[src/rtl/ob_pkg.sv]
// Shared types for the conditional-order table: entry count, index/count widths,
// the command record and the issue FSM encoding.
package ob_pkg;

    localparam int CN_ENTRIES_N = 8;

    typedef logic [$clog2(CN_ENTRIES_N)-1:0]   cn_idx_t;
    typedef logic [$clog2(CN_ENTRIES_N+1)-1:0] cn_cnt_t;

    typedef struct packed {
        logic [7:0]  id;
        logic        side;
        logic [14:0] trig_px;
        logic [7:0]  qty;
    } cmd_t;

    typedef enum logic [0:0] {
        ISS_IDLE  = 1'b0,
        ISS_VALID = 1'b1
    } iss_state_t;

endpackage

[src/rtl/ob_cn_table_arb.sv]
// N-way issue arbiter: fixed lowest-index priority by default, round-robin from a
// rotating pointer when OB_CN_TABLE_CTRL_RR_EN is defined.
module ob_cn_table_arb
    import ob_pkg::*;
#(
    parameter int N = CN_ENTRIES_N,
    localparam int IW = $clog2(N)
)
(
    input  logic          clk,
    input  logic          rst,
    input  logic [N-1:0]  req,
    input  logic          adv,
    input  logic [IW-1:0] adv_idx,
    output logic [N-1:0]  gnt,
    output logic [IW-1:0] gnt_idx
);

    localparam logic [N-1:0] ONE_HOT0 = {{(N-1){1'b0}}, 1'b1};

`ifdef OB_CN_TABLE_CTRL_RR_EN
    logic [IW-1:0] ptr_r;

    // Scan downward from the farthest offset so the nearest request to the pointer wins
    always_comb begin
        gnt_idx = {IW{1'b0}};
        for (int i = N-1; i >= 0; i--) begin
            gnt_idx = req[IW'((int'(ptr_r) + i) % N)] ? IW'((int'(ptr_r) + i) % N) : gnt_idx;
        end
        gnt = (|req) ? (ONE_HOT0 << gnt_idx) : {N{1'b0}};
    end

    // Pointer moves just past the entry whose command was taken downstream
    always_ff @(posedge clk) begin
        if (rst) begin
            ptr_r <= {IW{1'b0}};
        end else if (adv) begin
            ptr_r <= (adv_idx == IW'(N-1)) ? {IW{1'b0}} : adv_idx + IW'(1);
        end else begin
            ptr_r <= ptr_r;
        end
    end
`else
    logic unused_s;
    assign unused_s = ^{clk, rst, adv, adv_idx};

    // Lowest-index request wins
    always_comb begin
        gnt_idx = {IW{1'b0}};
        for (int i = N-1; i >= 0; i--) begin
            gnt_idx = req[i] ? IW'(i) : gnt_idx;
        end
        gnt = (|req) ? (ONE_HOT0 << gnt_idx) : {N{1'b0}};
    end
`endif

endmodule

[src/rtl/ob_cn_table_ctrl.sv]
// Conditional-order table controller: allocates entries, issues matured commands
// downstream and tracks occupancy. OB_CN_TABLE_CTRL_RR_EN selects round-robin issue.
module ob_cn_table_ctrl
    import ob_pkg::*;
#(
    parameter int N = CN_ENTRIES_N,
    localparam int IW = $clog2(N),
    localparam int CW = $clog2(N+1)
)
(
    input  logic          clk,
    input  logic          rst,
    input  logic          in_vld,
    input  cmd_t          in_cmd,
    output logic          in_rdy,
    output logic [N-1:0]  al_vld_r,
    output cmd_t          al_cmd_r,
    output logic [N-1:0]  dl_vld_r,
    input  logic [N-1:0]  busy,
    input  logic [N-1:0]  mtr,
    input  cmd_t          cmd [N],
    output logic          out_vld_r,
    output cmd_t          out_cmd_r,
    input  logic          out_rdy,
    output logic [CW-1:0] cnt_r,
    output logic          full_r,
    output logic          empty_r
);

    localparam logic [N-1:0] ONE_HOT0 = {{(N-1){1'b0}}, 1'b1};

    logic [N-1:0]  free_s;
    logic          acc_s;
    logic [IW-1:0] alloc_idx_s;
    logic [N-1:0]  cand_s;
    logic [N-1:0]  gnt_s;
    logic [IW-1:0] gnt_idx_s;
    logic [IW-1:0] idx_r;
    iss_state_t    state_r;
    iss_state_t    state_s;
    logic          load_s;
    logic          hs_s;
    logic [CW-1:0] cnt_nxt_s;

    // An entry allocated last cycle has not raised busy yet, so mask it explicitly
    assign free_s = ~busy & ~al_vld_r;
    assign in_rdy = |free_s;
    assign acc_s  = in_vld & in_rdy;
    assign cand_s = mtr & ~dl_vld_r;

    // Lowest-index free entry for allocation
    always_comb begin
        alloc_idx_s = {IW{1'b0}};
        for (int i = N-1; i >= 0; i--) begin
            alloc_idx_s = free_s[i] ? IW'(i) : alloc_idx_s;
        end
    end

    // Allocation pulse lasts one cycle; the broadcast command holds between allocations
    always_ff @(posedge clk) begin
        if (rst) begin
            al_vld_r <= {N{1'b0}};
            al_cmd_r <= cmd_t'(32'h0000_0000);
        end else if (acc_s) begin
            al_vld_r <= ONE_HOT0 << alloc_idx_s;
            al_cmd_r <= in_cmd;
        end else begin
            al_vld_r <= {N{1'b0}};
            al_cmd_r <= al_cmd_r;
        end
    end

    ob_cn_table_arb #(.N(N)) u_arb (
        .clk     (clk),
        .rst     (rst),
        .req     (cand_s),
        .adv     (hs_s),
        .adv_idx (idx_r),
        .gnt     (gnt_s),
        .gnt_idx (gnt_idx_s)
    );

    // Issue FSM next-state and control strobes
    always_comb begin
        state_s = state_r;
        load_s  = 1'b0;
        hs_s    = 1'b0;
        case (state_r)
            ISS_IDLE: begin
                if (|gnt_s) begin
                    load_s  = 1'b1;
                    state_s = ISS_VALID;
                end else begin
                    state_s = ISS_IDLE;
                end
            end
            ISS_VALID: begin
                if (out_rdy) begin
                    hs_s    = 1'b1;
                    state_s = ISS_IDLE;
                end else begin
                    state_s = ISS_VALID;
                end
            end
            default: state_s = ISS_IDLE;
        endcase
    end

    // Issue FSM state register
    always_ff @(posedge clk) begin
        if (rst) begin
            state_r <= ISS_IDLE;
        end else begin
            state_r <= state_s;
        end
    end

    // Output command register, granted index and deallocate pulse
    always_ff @(posedge clk) begin
        if (rst) begin
            out_vld_r <= 1'b0;
            out_cmd_r <= cmd_t'(32'h0000_0000);
            idx_r     <= {IW{1'b0}};
            dl_vld_r  <= {N{1'b0}};
        end else begin
            dl_vld_r <= hs_s ? (ONE_HOT0 << idx_r) : {N{1'b0}};
            if (load_s) begin
                out_vld_r <= 1'b1;
                out_cmd_r <= cmd[gnt_idx_s];
                idx_r     <= gnt_idx_s;
            end else if (hs_s) begin
                out_vld_r <= 1'b0;
            end else begin
                out_vld_r <= out_vld_r;
            end
        end
    end

    // Occupancy next value: accept and handshake in the same cycle cancel
    always_comb begin
        cnt_nxt_s = cnt_r;
        case ({acc_s, hs_s})
            2'b10:   cnt_nxt_s = cnt_r + CW'(1);
            2'b01:   cnt_nxt_s = cnt_r - CW'(1);
            default: cnt_nxt_s = cnt_r;
        endcase
    end

    // Occupancy and its registered full/empty flags
    always_ff @(posedge clk) begin
        if (rst) begin
            cnt_r   <= {CW{1'b0}};
            full_r  <= 1'b0;
            empty_r <= 1'b1;
        end else begin
            cnt_r   <= cnt_nxt_s;
            full_r  <= (cnt_nxt_s == CW'(N));
            empty_r <= (cnt_nxt_s == {CW{1'b0}});
        end
    end

endmodule

[config.mk]
export PLATFORM = sky130hd
export DESIGN_NAME = ob_cn_table_ctrl
export DESIGN_NICKNAME = d
export VERILOG_FILES = /design/src/rtl/ob_pkg.sv /design/src/rtl/ob_cn_table_arb.sv /design/src/rtl/ob_cn_table_ctrl.sv
export SDC_FILE = /design/constraint.sdc
export NUM_CORES = 1
export LEC_CHECK = 0
export BUFFER_PORTS_ARGS = -buffer_cell sky130_fd_sc_hd__buf_2
export CAP_MARGIN = 20
export CORE_AREA = 2 2 156 158
export CTS_CLUSTER_DIAMETER = 60
export CTS_CLUSTER_SIZE = 20
export DETAILED_ROUTE_END_ITERATION = 16
export DIE_AREA = 0 0 158 160
export PLACE_DENSITY_LB_ADDON = 0.08
export SYNTH_ARGS = -nofsm -noshare
export SYNTH_HDL_FRONTEND = slang
export SYNTH_SLANG_ARGS = --single-unit
[constraint.sdc]
create_clock -name clk -period 9.43 [get_ports clk]
set_clock_uncertainty 0.1 [all_clocks]
set_input_delay 1.4145 -clock clk [delete_from_list [all_inputs] [get_ports clk]]
set_output_delay 1.4145 -clock clk [all_outputs]
set_load 0.03 [all_outputs]
==> run summary <==
• **combined area of all synthesized cells** 0.00533 mm^2
• **Final Slew Violations** 0
• **later-pin clock latency in the skew report** 0.35 ns
• **number of buffers and inverters on the critical path** 3
• **worst relative slew slack** 0.352
• **first-pass GRT wire length** 33.7 mm
• **number of max-cap violations** 0
• **worst ir drop on vdd** 0.0000750 V
• **count of buffers from port buffering** 395
• **hold path cells** 2
• **delay-heaviest family, CP** simple AND/OR/NAND/NOR gates
• **buffer cell driving the clock tree root** clkbuf_16
• **antenna-violating nets left** 0
• **top fanout value on the critical path** 33
• **DR vias/cell** 4.45
• **fraction of layout instances using a drive strength above 1** 0.451
• **overflow left after global routing** 0
• **Total GRT Usage** 0.176
• **floorplan core area** 0.0238 mm^2
• **routability congestion estimate** 0.892
• **Post-synth top flop** dfxtp_1
• **Post-CTS Setup Bufs** 0
• **number of buffers added by the clock tree synthesis step** 9
• **post-layout minimum cycle time** 4.45 ns
• **sequence of cells on the critical path** buf_2, o22ai_1, nor4_1, nor2b_2, buf_4, inv_2, ha_1, ha_1, a21o_1, a21oi_1, xor2_1, or3_1, a21oi_1, a21oi_1
• **clock tree buffer depth** 2
• **register cell area after layout** 0.00182 mm^2
• **reg2reg setup slack** 5.76 ns
• **synthesized netlist net count** 904
• **Largest stage delay, worst path** 0.48 ns
• **static leakage** 3.91 nW
• **cell with the largest stage delay on the worst path** nor4_1
• **Remaining DRCs** 0
• **post-CTS resize count** 0
• **Rows** 57
• **RSZ-0062 raised after global routing** false
• **Reg2Reg Depth** 13
• **Layout Cells excl Fill** 1301
• **quantity of hold-fixing buffers added after cts** 0
• **CP required** 9.55 ns
• **number of enable flip-flop cells after synthesis** 0
• **type of origin of the critical path** input port
• **post-placement cell count** 1279
• **kind of end point of the critical path** flip-flop
• **horizontal extent of the die** 158 um
• **ys async rst share** 0
• **register bit total from synthesis** 91
• **number of warnings reported in the yosys synthesis log** 0
• **Multi-input gate area** 0.00326 mm^2
• **data arrival time at the worst-slack endpoint** 4.57 ns
• **most prevalent standard cell on the critical path** a21oi_1
• **worst hold margin** 0.350 ns
• **Boundary Pins** 396
• **final hold violations** 0
• **# clock sinks** 91
• **Filler Cell Count** 2663
• **clock tree from TritonCTS** yes
• **vias after detailed routing** 5794
• **number of H-tree levels** 3
• **number of global-route vias before repair** 5807
• **clock input transition at the sequential cells of the worst setup and hold paths** 0.08 ns
• **number of standard cells after synthesis** 592
• **sequential-to-total area share from yosys stat** 0.342
• **number of search-and-repair iterations in the first detailed-routing pass** 4
• **status** completed
• **Yosys cell types** 47
• **core utilization of the finished layout** 0.330
• **maximum number of pins on one net before global-route repair** 55
• **Least-Margin Pin Slew** 0.972 ns
• **effective utilization at floorplan** 0.224
• **wire length per cell after detailed routing** 17.9 um
• **worst min path class** reg2reg
• **maximum achievable frequency** 0.225 GHz
• **logic depth of the worst setup path including buffers** 14
• **average footprint of a synthesized cell** 9.01 um^2
• **chip height** 160 um
• **total number of nets in the final design** 1278
• **area overhead of the layout relative to synthesis** 47.6%
• **Detailed Route Iter0 Violations** 209
• **initial antenna violation count** 8
• **half-perimeter wire length of the detailed placement result** 18.1 mm
• **die outline area** 0.0253 mm^2
• **Pwr per Cell Area** 143 mW/mm^2
• **crit share post-route** 0.472
• **final setup violation count** 0
• **critical setup path kind** in2reg
• **overall routed net length** 23.3 mm
• **accumulated negative setup slack** 0 ns
[cells by family (layout without fill, tap and decap cells)]
| logic type | count (synthesis) | after routing | synth area share |
|---|---|---|---|
| adder cells (fa/ha/maj) | 4 | 4 | 0.0108 |
| XOR/XNOR | 3 | 3 | 0.00493 |
| flip-flops | 91 | 91 | 0.342 |
| AO/OA/AOI/OAI | 148 | 148 | 0.192 |
| multiplexers | 139 | 139 | 0.261 |
| other | 0 | 6 | 0 |
| buffers and inverters | 48 | 427 | 0.0512 |
| AND/OR/NAND/NOR | 159 | 159 | 0.139 |
[sequential cells by signal, indices dropped and copies added, names as in the netlist]
| signal | count |
|---|---|
| out_vld_r | 1 |
| dl_vld_r | 8 |
| out_cmd_r | 32 |
| cnt_r | 4 |
| full_r | 1 |
| al_cmd_r | 32 |
| al_vld_r | 8 |
| empty_r | 1 |
| state_r | 1 |
| idx_r | 3 |
[stage by stage]
stage / cell area, um^2 / total power (W) / worst slack [ns]
final: 7870 / 0.00112 / 4.98
after global routing: 7870 / 0.00119 / 4.71
after CTS: 7850 / 0.00115 / 4.91
after detailed placement: 7560 / 0.000775 / 4.55
after global placement: 7560 / 0.000776 / 4.57
after floorplan: 5330 / 0.000644 / 5.47
[area by class of cell]
cell class	instances	share of cell area
multi-input combinational	453	0.414
timing repair buffer	405	0.261
sequential	91	0.232
tap	324	0.0515
clock buffer	9	0.0286
clock inverter	7	0.00843
inverter	6	0.00286
antenna	6	0.00191
[tightest hold or removal path, delay by kind of cell (launching register included)]
family | cells | cell delay, ns
compound gates | 1 | 0.05
simple gates | 1 | 0.05
flops | 1 | 0.31
[worst paths after layout]
path | start | endpoint
hold / removal | al_cmd_r[19] | al_cmd_r[19]
hold reg to reg | al_cmd_r[19] | al_cmd_r[19]
setup / recovery | busy[6] | empty_r
setup reg to reg | al_vld_r[7] | empty_r
[cells in the final DEF, fill, tap and decap left out, drive strengths merged, types with 2 or more instances in the layout]
cell and instances:
xor2 2, ha 3, a21oi 41, nor2 25
nor3 7, nand2 93, or3 2, o22ai 37
a221o 9, nor2b 9, o221ai 23, o21ai 5
buf 405, inv 9, nand3 2, nand2b 9
a211oi 4, clkbuf 9, nor3b 5, nor4 2
mux2i 139, dfxtp 91, diode 6, clkinv 2
clkinvlp 2, o21a 24
[routing by layer]
metal,vias to the layer above,share of wire,GRT usage,wire (um)
met4,4,0.021,0.0725,479
met2,235,0.49,0.305,11300
met5,-,0.0014,0,32
met1,2588,0.41,0.201,9480
met3,28,0.085,0.0491,1980
li1,2939,-,-,-
[power breakdown]
part | switching [W] | internal, W
registers | 0.0000160 | 0.000412
clock network | 0.000178 | 0.000185
logic | 0.000190 | 0.000143
[cell usage after synthesis (2+ instances only)]
master    number  area [um^2]
nand3_1        2         10.0
o21a_1        24          180
nor2_1        25         93.8
nand2_1       92          345
nor3_1         7         35.0
buf_6          6         67.6
a221o_1        9         90.1
xor2_1         2         17.5
nor3b_1        4         30.0
nand2b_1       9         56.3
buf_2         11         55.1
nor2b_4        2         27.5
nor2b_1        4         25.0
inv_1          4         15.0
buf_4          9         67.6
clkbuf_1      16         60.1
a21oi_1       40          200
ha_1           3         37.5
dfxtp_1       91         1820
nor2b_2        3         26.3
o22ai_1       37          231
o21ai_1        2         10.0
o221ai_1      23          201
a211oi_1       3         22.5
mux2i_1      139         1390
or3_1          2         12.5
o21ai_0        3         15.0
Power figures use the tool's default switching activity.
